## config.mk

```make
export PLATFORM = sky130hd
export DESIGN_NAME = npu_host_seq_flat
export DESIGN_NICKNAME = d
export VERILOG_FILES = /design/src/rtl/npu_host_pkg.sv /design/src/rtl/npu_host_if.sv /design/src/rtl/npu_host_timer.sv /design/src/rtl/npu_host_seq.sv /design/src/flat_wrapper.sv
export SDC_FILE = /design/constraint.sdc
export NUM_CORES = 1
export LEC_CHECK = 0
export ABC_CLOCK_PERIOD_IN_PS = 6900
export CAP_MARGIN = 5
export CORE_AREA = 2 2 116 96
export DETAILED_ROUTE_END_ITERATION = 8
export DIE_AREA = 0 0 118 98
export GPL_ROUTABILITY_DRIVEN = 0
export PLACE_DENSITY = 0.86
export SLEW_MARGIN = 20
export SYNTH_ARGS = -nofsm -noshare
export SYNTH_HDL_FRONTEND = slang
export SYNTH_SLANG_ARGS = --single-unit
```

## constraint.sdc

```tcl
create_clock -name clk -period 6.9 [get_ports clk]
set_input_delay 1.035 -clock clk [delete_from_list [all_inputs] [get_ports clk]]
set_output_delay 1.035 -clock clk [all_outputs]
set_load 0.005 [all_outputs]
```

## src/rtl/npu_host_pkg.sv

```systemverilog
// npu_host_pkg -- shared types and constants for the NPU host sequencer.
//   state_t            : sequencer FSM states
//   SEL_*              : NPU address region selects (addra[14:12])
//   CTRL_*_BIT         : bit positions inside a control-register write
//   IDX_* / STAT_IDX_* : fixed word indices for control and status accesses
//   npu_addr()         : builds a 16-bit NPU address from sel and idx
package npu_host_pkg;

  typedef enum logic [4:0] {
    IDLE,
    LD_IMG,
    LD_WC,
    LD_FC2,
    TRIG1,
    RUN1,
    NEXT1,
    TRIG2,
    RUN2,
    NEXT2,
    FC_W,
    FC_GO,
    FC_NXT,
    POLL,
    POLL_WAIT,
    RD_RES,
    RD_WAIT,
    FIN
  } state_t;

  localparam logic [2:0] SEL_IMG  = 3'd1;
  localparam logic [2:0] SEL_WC   = 3'd2;
  localparam logic [2:0] SEL_FC1  = 3'd3;
  localparam logic [2:0] SEL_FC2  = 3'd4;
  localparam logic [2:0] SEL_CTRL = 3'd5;
  localparam logic [2:0] SEL_STAT = 3'd6;

  localparam int CTRL_TRIGGER_BIT    = 0;
  localparam int CTRL_SAVE_DONE_BIT  = 2;
  localparam int CTRL_NEXT_LAYER_BIT = 3;

  localparam logic [31:0] CTRL_TRIGGER    = 32'(1) << CTRL_TRIGGER_BIT;
  localparam logic [31:0] CTRL_SAVE_DONE  = 32'(1) << CTRL_SAVE_DONE_BIT;
  localparam logic [31:0] CTRL_NEXT_LAYER = 32'(1) << CTRL_NEXT_LAYER_BIT;

  localparam logic [11:0] IDX_CTRL         = 12'd0;
  localparam logic [11:0] IDX_START_SINGLE = 12'd2;
  localparam logic [11:0] IDX_FC1_NEXT     = 12'd3;
  localparam logic [11:0] STAT_IDX_DONE    = 12'd0;
  localparam logic [11:0] STAT_IDX_RESULT  = 12'd4;

  // Bit 15 of the NPU address space is never used by the host.
  function automatic logic [15:0] npu_addr(input logic [2:0] sel, input logic [11:0] idx);
    return {1'b0, sel, idx};
  endfunction

endpackage

```

## src/rtl/npu_host_if.sv

```systemverilog
// npu_host_if -- upstream word stream plus NPU single-port bus.
//   in_valid/in_ready/in_data : word stream feeding the sequencer
//   ena/wea/addra/dina        : NPU port request (driven by the sequencer)
//   douta                     : NPU read data, valid one cycle after a read
// modport master : the sequencer side; modport slave : stream source + NPU side.
interface npu_host_if;
  logic        in_valid;
  logic        in_ready;
  logic [31:0] in_data;
  logic        ena;
  logic        wea;
  logic [15:0] addra;
  logic [31:0] dina;
  logic [31:0] douta;

  modport master (
    input  in_valid, in_data, douta,
    output in_ready, ena, wea, addra, dina
  );

  modport slave (
    output in_valid, in_data, douta,
    input  in_ready, ena, wea, addra, dina
  );
endinterface

```

## src/rtl/npu_host_timer.sv

```systemverilog
// npu_host_timer -- loadable down-counter used for the fixed conv waits.
//   clk, rst  : clock, asynchronous active-high reset
//   load      : load count with load_val this cycle
//   load_val  : reload value
//   expired   : count has reached zero
module npu_host_timer #(
  parameter int WIDTH = 8
) (
  input  logic             clk,
  input  logic             rst,
  input  logic             load,
  input  logic [WIDTH-1:0] load_val,
  output logic             expired
);

  logic [WIDTH-1:0] count;

  // NOTE: sequential state uses non-blocking assignments so every flop
  // samples the pre-edge values regardless of process ordering.
  always_ff @(posedge clk or posedge rst) begin
    if (rst) begin
      count <= '0;
    end else if (load) begin
      count <= load_val;
    end else if (count != '0) begin
      count <= count - 1'b1;
    end
  end

  assign expired = (count == '0);

endmodule

```

## src/rtl/npu_host_seq.sv

```systemverilog
// npu_host_seq -- host-side job sequencer for a small NPU.
// Streams image / conv kernel / fc2 weights into the NPU, runs both conv
// layers, streams fc1 weight groups one at a time, polls for completion and
// reads back the signed 24-bit logit.
//   clk, rst        : clock, asynchronous active-high reset
//   start           : one-cycle job start (ignored while busy)
//   bus (master)    : word stream in + NPU port out (all NPU outputs registered)
//   busy            : high in every state except IDLE
//   done            : one-cycle completion pulse
//   error           : sticky poll-timeout flag
//   result          : logit of the last completed job
// Optional build macro NPU_HOST_TIMEOUT_EN bounds status polling to POLL_MAX
// polls; without it polling is unbounded and error is tied low.
module npu_host_seq
  import npu_host_pkg::*;
#(
  parameter int IMG_WORDS  = 60,
  parameter int WC_WORDS   = 3,
  parameter int FC2_WORDS  = 3,
  parameter int FC1_GROUPS = 330,
  parameter int CONV_WAIT  = 200,
  parameter int POLL_MAX   = 4095
) (
  input  logic        clk,
  input  logic        rst,
  input  logic        start,
  npu_host_if.master  bus,
  output logic        busy,
  output logic        done,
  output logic        error,
  output logic [23:0] result
);

  localparam int TW = $clog2(CONV_WAIT + 2);
  localparam int GW = (FC1_GROUPS < 2) ? 1 : $clog2(FC1_GROUPS);

  localparam logic [11:0]   IMG_LAST = 12'(IMG_WORDS - 1);
  localparam logic [11:0]   WC_LAST  = 12'(WC_WORDS - 1);
  localparam logic [11:0]   FC2_LAST = 12'(FC2_WORDS - 1);
  localparam logic [GW-1:0] GRP_LAST = GW'(FC1_GROUPS - 1);

  state_t        state_q, state_d;
  logic [11:0]   cnt_q, cnt_d;
  logic [GW-1:0] grp_q, grp_d;
  logic [23:0]   result_q, result_d;
  logic          rd_valid_q;
  logic          ena_q, ena_d, wea_q, wea_d;
  logic [15:0]   addr_q, addr_d;
  logic [31:0]   din_q, din_d;
  logic          timer_load, timer_expired;
  logic          accept;
  logic          douta_unused;

`ifdef NPU_HOST_TIMEOUT_EN
  localparam int           PW        = $clog2(POLL_MAX + 1);
  localparam logic [PW-1:0] POLL_LAST = PW'(POLL_MAX - 1);
  logic [PW-1:0] poll_q, poll_d;
  logic          error_q, error_d;
`else
  localparam int poll_max_unused = POLL_MAX;
`endif

  npu_host_timer #(.WIDTH(TW)) u_timer (
    .clk      (clk),
    .rst      (rst),
    .load     (timer_load),
    .load_val (TW'(CONV_WAIT)),
    .expired  (timer_expired)
  );

  assign bus.in_ready = (state_q inside {LD_IMG, LD_WC, LD_FC2, FC_W});
  assign accept       = bus.in_ready & bus.in_valid;
  assign busy         = (state_q != IDLE);
  assign done         = (state_q == FIN);
  assign result       = result_q;
  assign douta_unused = ^bus.douta[31:24];

  assign bus.ena   = ena_q;
  assign bus.wea   = wea_q;
  assign bus.addra = addr_q;
  assign bus.dina  = din_q;

  // NOTE: every variable written here gets a default first, so no path can
  // leave one unassigned and infer a latch.
  always_comb begin
    state_d    = state_q;
    cnt_d      = cnt_q;
    grp_d      = grp_q;
    result_d   = result_q;
    ena_d      = 1'b0;
    wea_d      = 1'b0;
    addr_d     = '0;
    din_d      = '0;
    timer_load = 1'b0;
`ifdef NPU_HOST_TIMEOUT_EN
    poll_d     = poll_q;
    error_d    = error_q;
`endif

    case (state_q)
      IDLE: if (start) begin
        state_d = LD_IMG;
        cnt_d   = '0;
        grp_d   = '0;
`ifdef NPU_HOST_TIMEOUT_EN
        poll_d  = '0;
        error_d = 1'b0;
`endif
      end

      // Each accepted word becomes one registered write on the next cycle.
      LD_IMG: if (accept) begin
        {ena_d, wea_d, addr_d, din_d} = {2'b11, npu_addr(SEL_IMG, cnt_q), bus.in_data};
        cnt_d = (cnt_q == IMG_LAST) ? 12'd0 : cnt_q + 12'd1;
        if (cnt_q == IMG_LAST) state_d = LD_WC;
      end

      LD_WC: if (accept) begin
        {ena_d, wea_d, addr_d, din_d} = {2'b11, npu_addr(SEL_WC, cnt_q), bus.in_data};
        cnt_d = (cnt_q == WC_LAST) ? 12'd0 : cnt_q + 12'd1;
        if (cnt_q == WC_LAST) state_d = LD_FC2;
      end

      LD_FC2: if (accept) begin
        {ena_d, wea_d, addr_d, din_d} = {2'b11, npu_addr(SEL_FC2, cnt_q), bus.in_data};
        cnt_d = (cnt_q == FC2_LAST) ? 12'd0 : cnt_q + 12'd1;
        if (cnt_q == FC2_LAST) state_d = TRIG1;
      end

      // The timer is loaded alongside the trigger; RUN sits idle until it
      // drains, giving exactly CONV_WAIT empty port cycles before save_done.
      TRIG1, TRIG2: begin
        {ena_d, wea_d, addr_d, din_d} = {2'b11, npu_addr(SEL_CTRL, IDX_CTRL), CTRL_TRIGGER};
        timer_load = 1'b1;
        state_d    = (state_q == TRIG1) ? RUN1 : RUN2;
      end

      RUN1, RUN2: if (timer_expired) begin
        {ena_d, wea_d, addr_d, din_d} = {2'b11, npu_addr(SEL_CTRL, IDX_CTRL), CTRL_SAVE_DONE};
        state_d = (state_q == RUN1) ? NEXT1 : NEXT2;
      end

      NEXT1, NEXT2: begin
        {ena_d, wea_d, addr_d, din_d} = {2'b11, npu_addr(SEL_CTRL, IDX_CTRL), CTRL_NEXT_LAYER};
        state_d = (state_q == NEXT1) ? TRIG2 : FC_W;
      end

      FC_W: if (accept) begin
        {ena_d, wea_d, addr_d, din_d} = {2'b11, npu_addr(SEL_FC1, 12'd0), bus.in_data};
        state_d = FC_GO;
      end

      FC_GO: begin
        {ena_d, wea_d, addr_d, din_d} = {2'b11, npu_addr(SEL_CTRL, IDX_START_SINGLE), CTRL_TRIGGER};
        state_d = FC_NXT;
      end

      FC_NXT: begin
        {ena_d, wea_d, addr_d, din_d} = {2'b11, npu_addr(SEL_CTRL, IDX_FC1_NEXT), CTRL_TRIGGER};
        grp_d   = (grp_q == GRP_LAST) ? '0 : grp_q + 1'b1;
        state_d = (grp_q == GRP_LAST) ? POLL : FC_W;
      end

      POLL: begin
        {ena_d, wea_d, addr_d} = {2'b10, npu_addr(SEL_STAT, STAT_IDX_DONE)};
        state_d = POLL_WAIT;
      end

      // rd_valid_q marks the cycle in which douta carries the read issued two
      // cycles earlier (request register + NPU read latency).
      POLL_WAIT: if (rd_valid_q) begin
        if (bus.douta[0]) begin
          state_d = RD_RES;
        end else begin
`ifdef NPU_HOST_TIMEOUT_EN
          if (poll_q == POLL_LAST) begin
            error_d = 1'b1;
            state_d = FIN;
          end else begin
            poll_d  = poll_q + 1'b1;
            state_d = POLL;
          end
`else
          state_d = POLL;
`endif
        end
      end

      RD_RES: begin
        {ena_d, wea_d, addr_d} = {2'b10, npu_addr(SEL_STAT, STAT_IDX_RESULT)};
        state_d = RD_WAIT;
      end

      RD_WAIT: if (rd_valid_q) begin
        result_d = bus.douta[23:0];
        state_d  = FIN;
      end

      FIN:     state_d = IDLE;
      default: state_d = IDLE;
    endcase
  end

  always_ff @(posedge clk or posedge rst) begin
    if (rst) begin
      state_q    <= IDLE;
      cnt_q      <= '0;
      grp_q      <= '0;
      result_q   <= '0;
      rd_valid_q <= 1'b0;
      ena_q      <= 1'b0;
      wea_q      <= 1'b0;
      addr_q     <= '0;
      din_q      <= '0;
    end else begin
      state_q    <= state_d;
      cnt_q      <= cnt_d;
      grp_q      <= grp_d;
      result_q   <= result_d;
      rd_valid_q <= ena_q & ~wea_q;
      ena_q      <= ena_d;
      wea_q      <= wea_d;
      addr_q     <= addr_d;
      din_q      <= din_d;
    end
  end

`ifdef NPU_HOST_TIMEOUT_EN
  always_ff @(posedge clk or posedge rst) begin
    if (rst) begin
      poll_q  <= '0;
      error_q <= 1'b0;
    end else begin
      poll_q  <= poll_d;
      error_q <= error_d;
    end
  end
  assign error = error_q;
`else
  assign error = 1'b0;
`endif

endmodule

```

## src/flat_wrapper.sv

```systemverilog
// flat-port wrapper written by rule: the top's interface ports become plain ports
module npu_host_seq_flat import npu_host_pkg::*;
#(
  parameter int IMG_WORDS  = 60,
  parameter int WC_WORDS   = 3,
  parameter int FC2_WORDS  = 3,
  parameter int FC1_GROUPS = 330,
  parameter int CONV_WAIT  = 200,
  parameter int POLL_MAX   = 4095
)
  (clk, rst, start, busy, done, error, result, bus_in_valid, bus_in_data, bus_douta, bus_in_ready, bus_ena, bus_wea, bus_addra, bus_dina);
  npu_host_if bus_i ();
  input  logic clk;
  input  logic rst;
  input  logic start;
  output logic busy;
  output logic done;
  output logic error;
  output logic [23:0] result;
  input wire logic [$bits(bus_i.in_valid)-1:0] bus_in_valid;
  input wire logic [$bits(bus_i.in_data)-1:0] bus_in_data;
  input wire logic [$bits(bus_i.douta)-1:0] bus_douta;
  output wire logic [$bits(bus_i.in_ready)-1:0] bus_in_ready;
  output wire logic [$bits(bus_i.ena)-1:0] bus_ena;
  output wire logic [$bits(bus_i.wea)-1:0] bus_wea;
  output wire logic [$bits(bus_i.addra)-1:0] bus_addra;
  output wire logic [$bits(bus_i.dina)-1:0] bus_dina;
  assign bus_i.in_valid = bus_in_valid;
  assign bus_i.in_data = bus_in_data;
  assign bus_i.douta = bus_douta;
  assign bus_in_ready = bus_i.in_ready;
  assign bus_ena = bus_i.ena;
  assign bus_wea = bus_i.wea;
  assign bus_addra = bus_i.addra;
  assign bus_dina = bus_i.dina;
  npu_host_seq #(.IMG_WORDS(IMG_WORDS), .WC_WORDS(WC_WORDS), .FC2_WORDS(FC2_WORDS), .FC1_GROUPS(FC1_GROUPS), .CONV_WAIT(CONV_WAIT), .POLL_MAX(POLL_MAX)) u_core (.clk(clk), .rst(rst), .start(start), .bus(bus_i), .busy(busy), .done(done), .error(error), .result(result));
endmodule
```

==> flow_metrics.py <==
metrics = {
    "clock_tree": {
        "cts-root-buf": "clkbuf_16",
        "post-cts-setup-buffers": 0,
        "cts_sinks": 108,
        "h-tree-depth": 3,
        "hold_buffers": 0,
        "clkLatencyLatePin_ps": 350,
        "clk_path_buf_depth": 2,
        "numCtsBuffers": 9,
        "cts_resized": 0,
        "cts_tree": "built",
        "clkSlewWorstSetupHoldPaths_ps": 70,
    },
    "route": {
        "dr.first_iter.drc_count": 340,
        "routedWlPerCell_microns": 15.8,
        "wl_mm": 11.1,
        "drc": 0,
        "via_count": 3738,
        "ant_nets": 0,
        "via_per_inst": 5.32,
        "drtPass1Iterations": 5,
    },
    "setup_path": {
        "start_kind": "register",
        "cp.arrival_ps": 2610,
        "crit_slowest_cell": "dfrtp_1",
        "critical_path_class": "register to output port",
        "crit_chain": "nor2_1 > a2111oi_2 > buf_4 > clkdlybuf4s50_1",
        "max_stage_delay_ps": 750,
        "cp_max_fo": 32,
        "worstSetupEndpointType": "output port",
        "required_ps": 5860,
    },
    "floorplan": {
        "die_w_microns": 118,
        "row_count": 34,
        "fp.dieH_microns": 98,
        "die-area_sq_um": 11600,
        "core_region_area_sq_um": 10500,
        "ios": 146,
        "start_util_pct": 45.5,
    },
    "place": {
        "io_buffers": 135,
        "post-place-ws_ps": 3430,
        "place_area_sq_um": 6200,
        "dp_hpwl_mm": 7.78,
        "dp.cells": 687,
    },
    "layout": {
        "final_cell_mix": "135 x clkdlybuf4s50_1, 108 x dfrtp_1, 39 x and3_1",
        "multi_input_area_sq_um": 1920,
        "finish.utilization_pct": 62.2,
        "fin_nets": 628,
        "area_growth_pct": 36.6,
        "stdcell_count": 703,
        "seqCellArea_sq_um": 2700,
        "final_common_cell": "clkdlybuf4s50_1",
        "final_area_sq_um": 6540,
        "fill_cells": 838,
        "diodes": 0,
        "drive_above_1_share_pct": 10.7,
    },
    "grt": {
        "grt_pass1_vias": 3754,
        "grt_use_total_pct": 19.7,
        "grt_overflow": 0,
        "grt_pass1_wl_mm": 18.4,
        "grt_max_degree": 77,
        "antenna_found_initial": 0,
    },
    "timing": {
        "worst_slack_ps": 3260,
        "setup_viol": 0,
        "max_freq_mhz": 275,
        "min_period_ps": 3640,
        "setup_tns_ps": 0,
        "drv_slew": 0,
        "finalClockSkew_ps": 6.37,
        "worst_slew_pin_slew_ps": 994,
        "rsz0062_at_grt": "no",
        "timing_hold_violations_final": 0,
        "slew_headroom_pct": 33.5,
        "fin_crit_sh_pct": 52.8,
    },
    "yosys": {
        "synth_warnings": 0,
        "ys.flop_type": "dfrtp_1",
        "syn-instance-count": 430,
        "ys_seq_area_share_pct": 56.5,
        "avgSynthCellArea_sq_um": 11.1,
        "async_reset_ff_share_pct": 100,
        "synth_edf_count": 0,
        "ys_ff_latch": 108,
        "syn-cell-area_sq_um": 4780,
        "ys_types": 57,
    },
    "power_and_ir_drop": {
        "total_leakage_power_nw": 2.94,
        "pwr_density_cell_nw_per_um2": 360,
        "vdd_drop_max_v": 0.000193,
    },
    "run_status": {
        "outcome": "complete, no violations",
    },
    "min_path": {
        "min_path_type": "register to register",
    },
    "run": {
        "drv_cap": 0,
    },
}
-- cells in the mapped netlist, types with 3 or more instances --
| master | instances | area share, % |
|---|---|---|
| a211o_1 | 3 | 0.55 |
| or4_1 | 6 | 0.94 |
| xnor2_1 | 5 | 0.92 |
| mux2_2 | 25 | 5.9 |
| a21o_1 | 5 | 0.78 |
| nor2b_1 | 9 | 1.2 |
| a21oi_1 | 13 | 1.4 |
| nor3_1 | 4 | 0.42 |
| ha_1 | 6 | 1.6 |
| and3_1 | 39 | 5.1 |
| a22o_1 | 7 | 1.3 |
| o31ai_1 | 5 | 0.78 |
| and2_1 | 10 | 1.3 |
| mux2_4 | 3 | 0.94 |
| nand2b_1 | 9 | 1.2 |
| nand2_1 | 28 | 2.2 |
| buf_2 | 5 | 0.52 |
| buf_6 | 4 | 0.94 |
| nand3_1 | 15 | 1.6 |
| nor2_1 | 27 | 2.1 |
| inv_1 | 11 | 0.86 |
| a31o_2 | 3 | 0.55 |
| dfrtp_1 | 108 | 56 |
| clkbuf_1 | 14 | 1.1 |
| o21ai_0 | 26 | 2.7 |
-- where the power goes --
part	switching, mW	total, mW	internal (mW)
clock	0.229	0.552	0.323
sequential	0.139	0.920	0.781
combinational	0.412	0.879	0.467
-- logic make-up after synthesis --
kind of cell | count (synthesis) | share of synthesized area [%]
simple gates | 164 | 18.8
flops | 108 | 56.5
compound gates | 80 | 11.2
buf+inv | 36 | 3.74
mux | 28 | 6.83
xor+xnor | 7 | 1.28
fa+ha+maj | 6 | 1.57
other cells | 1 | 0.0784
-- state kept, by name, indices dropped and copies added, names as in the netlist --
| register | flops |
|---|---|
| u_core.bus.dina | 32 |
| u_core.state_q | 5 |
| u_core.bus.ena | 1 |
| u_core.cnt_q | 12 |
| u_core.u_timer.count | 8 |
| u_core.grp_q | 9 |
| u_core.bus.wea | 1 |
| u_core.rd_valid_q | 1 |
| u_core.bus.addra | 15 |
| u_core.result | 24 |
-- per-layer routing --
metal	track usage, %	part of all wire, %	vias to the layer above
met4	4.08	1.2	0
met5	0	0	-
met1	24.8	42	1794
li1	-	-	1777
met3	6.95	6.8	18
met2	33.3	50	149
-- layout make-up --
type	instances	area share (%)
Sequential cell	108	41.3
Timing Repair Buffer	137	20.9
Clock buffer	10	3.50
Tap cell	144	2.76
Inverter	11	0.670
Clock inverter	6	1.49
Multi-Input combinational cell	287	29.3
-- worst paths after layout --
kind,to,start,cells past startpoint,slack (ps)
max reg2reg,u_core.result[2],u_core.state_q[4],4,4180
min reg2reg,u_core.rd_valid_q,u_core.bus.wea,1,430
max,bus_in_ready,u_core.state_q[0],4,3260
min in group asynchronous,u_core.result[4],rst,2,1030
min,u_core.rd_valid_q,u_core.bus.wea,1,430
max in group asynchronous,u_core.bus.dina[25],rst,3,4600
-- critical path, delay by kind of cell, from the launching register on --
family                 cells  cell delay (ps)
flip-flops                 1              750
AO/OA/AOI/OAI              1              340
buffers and inverters      2              910
AND/OR/NAND/NOR            1              250
-- per-stage QoR --
stage	power, mW	hold WS (ps)
final	2.35	432
after global routing	2.49	462
after CTS	2.36	436
after detailed placement	1.79	427
after global placement	1.75	414
after floorplan	1.44	427
(Power assumes the default switching activity.)
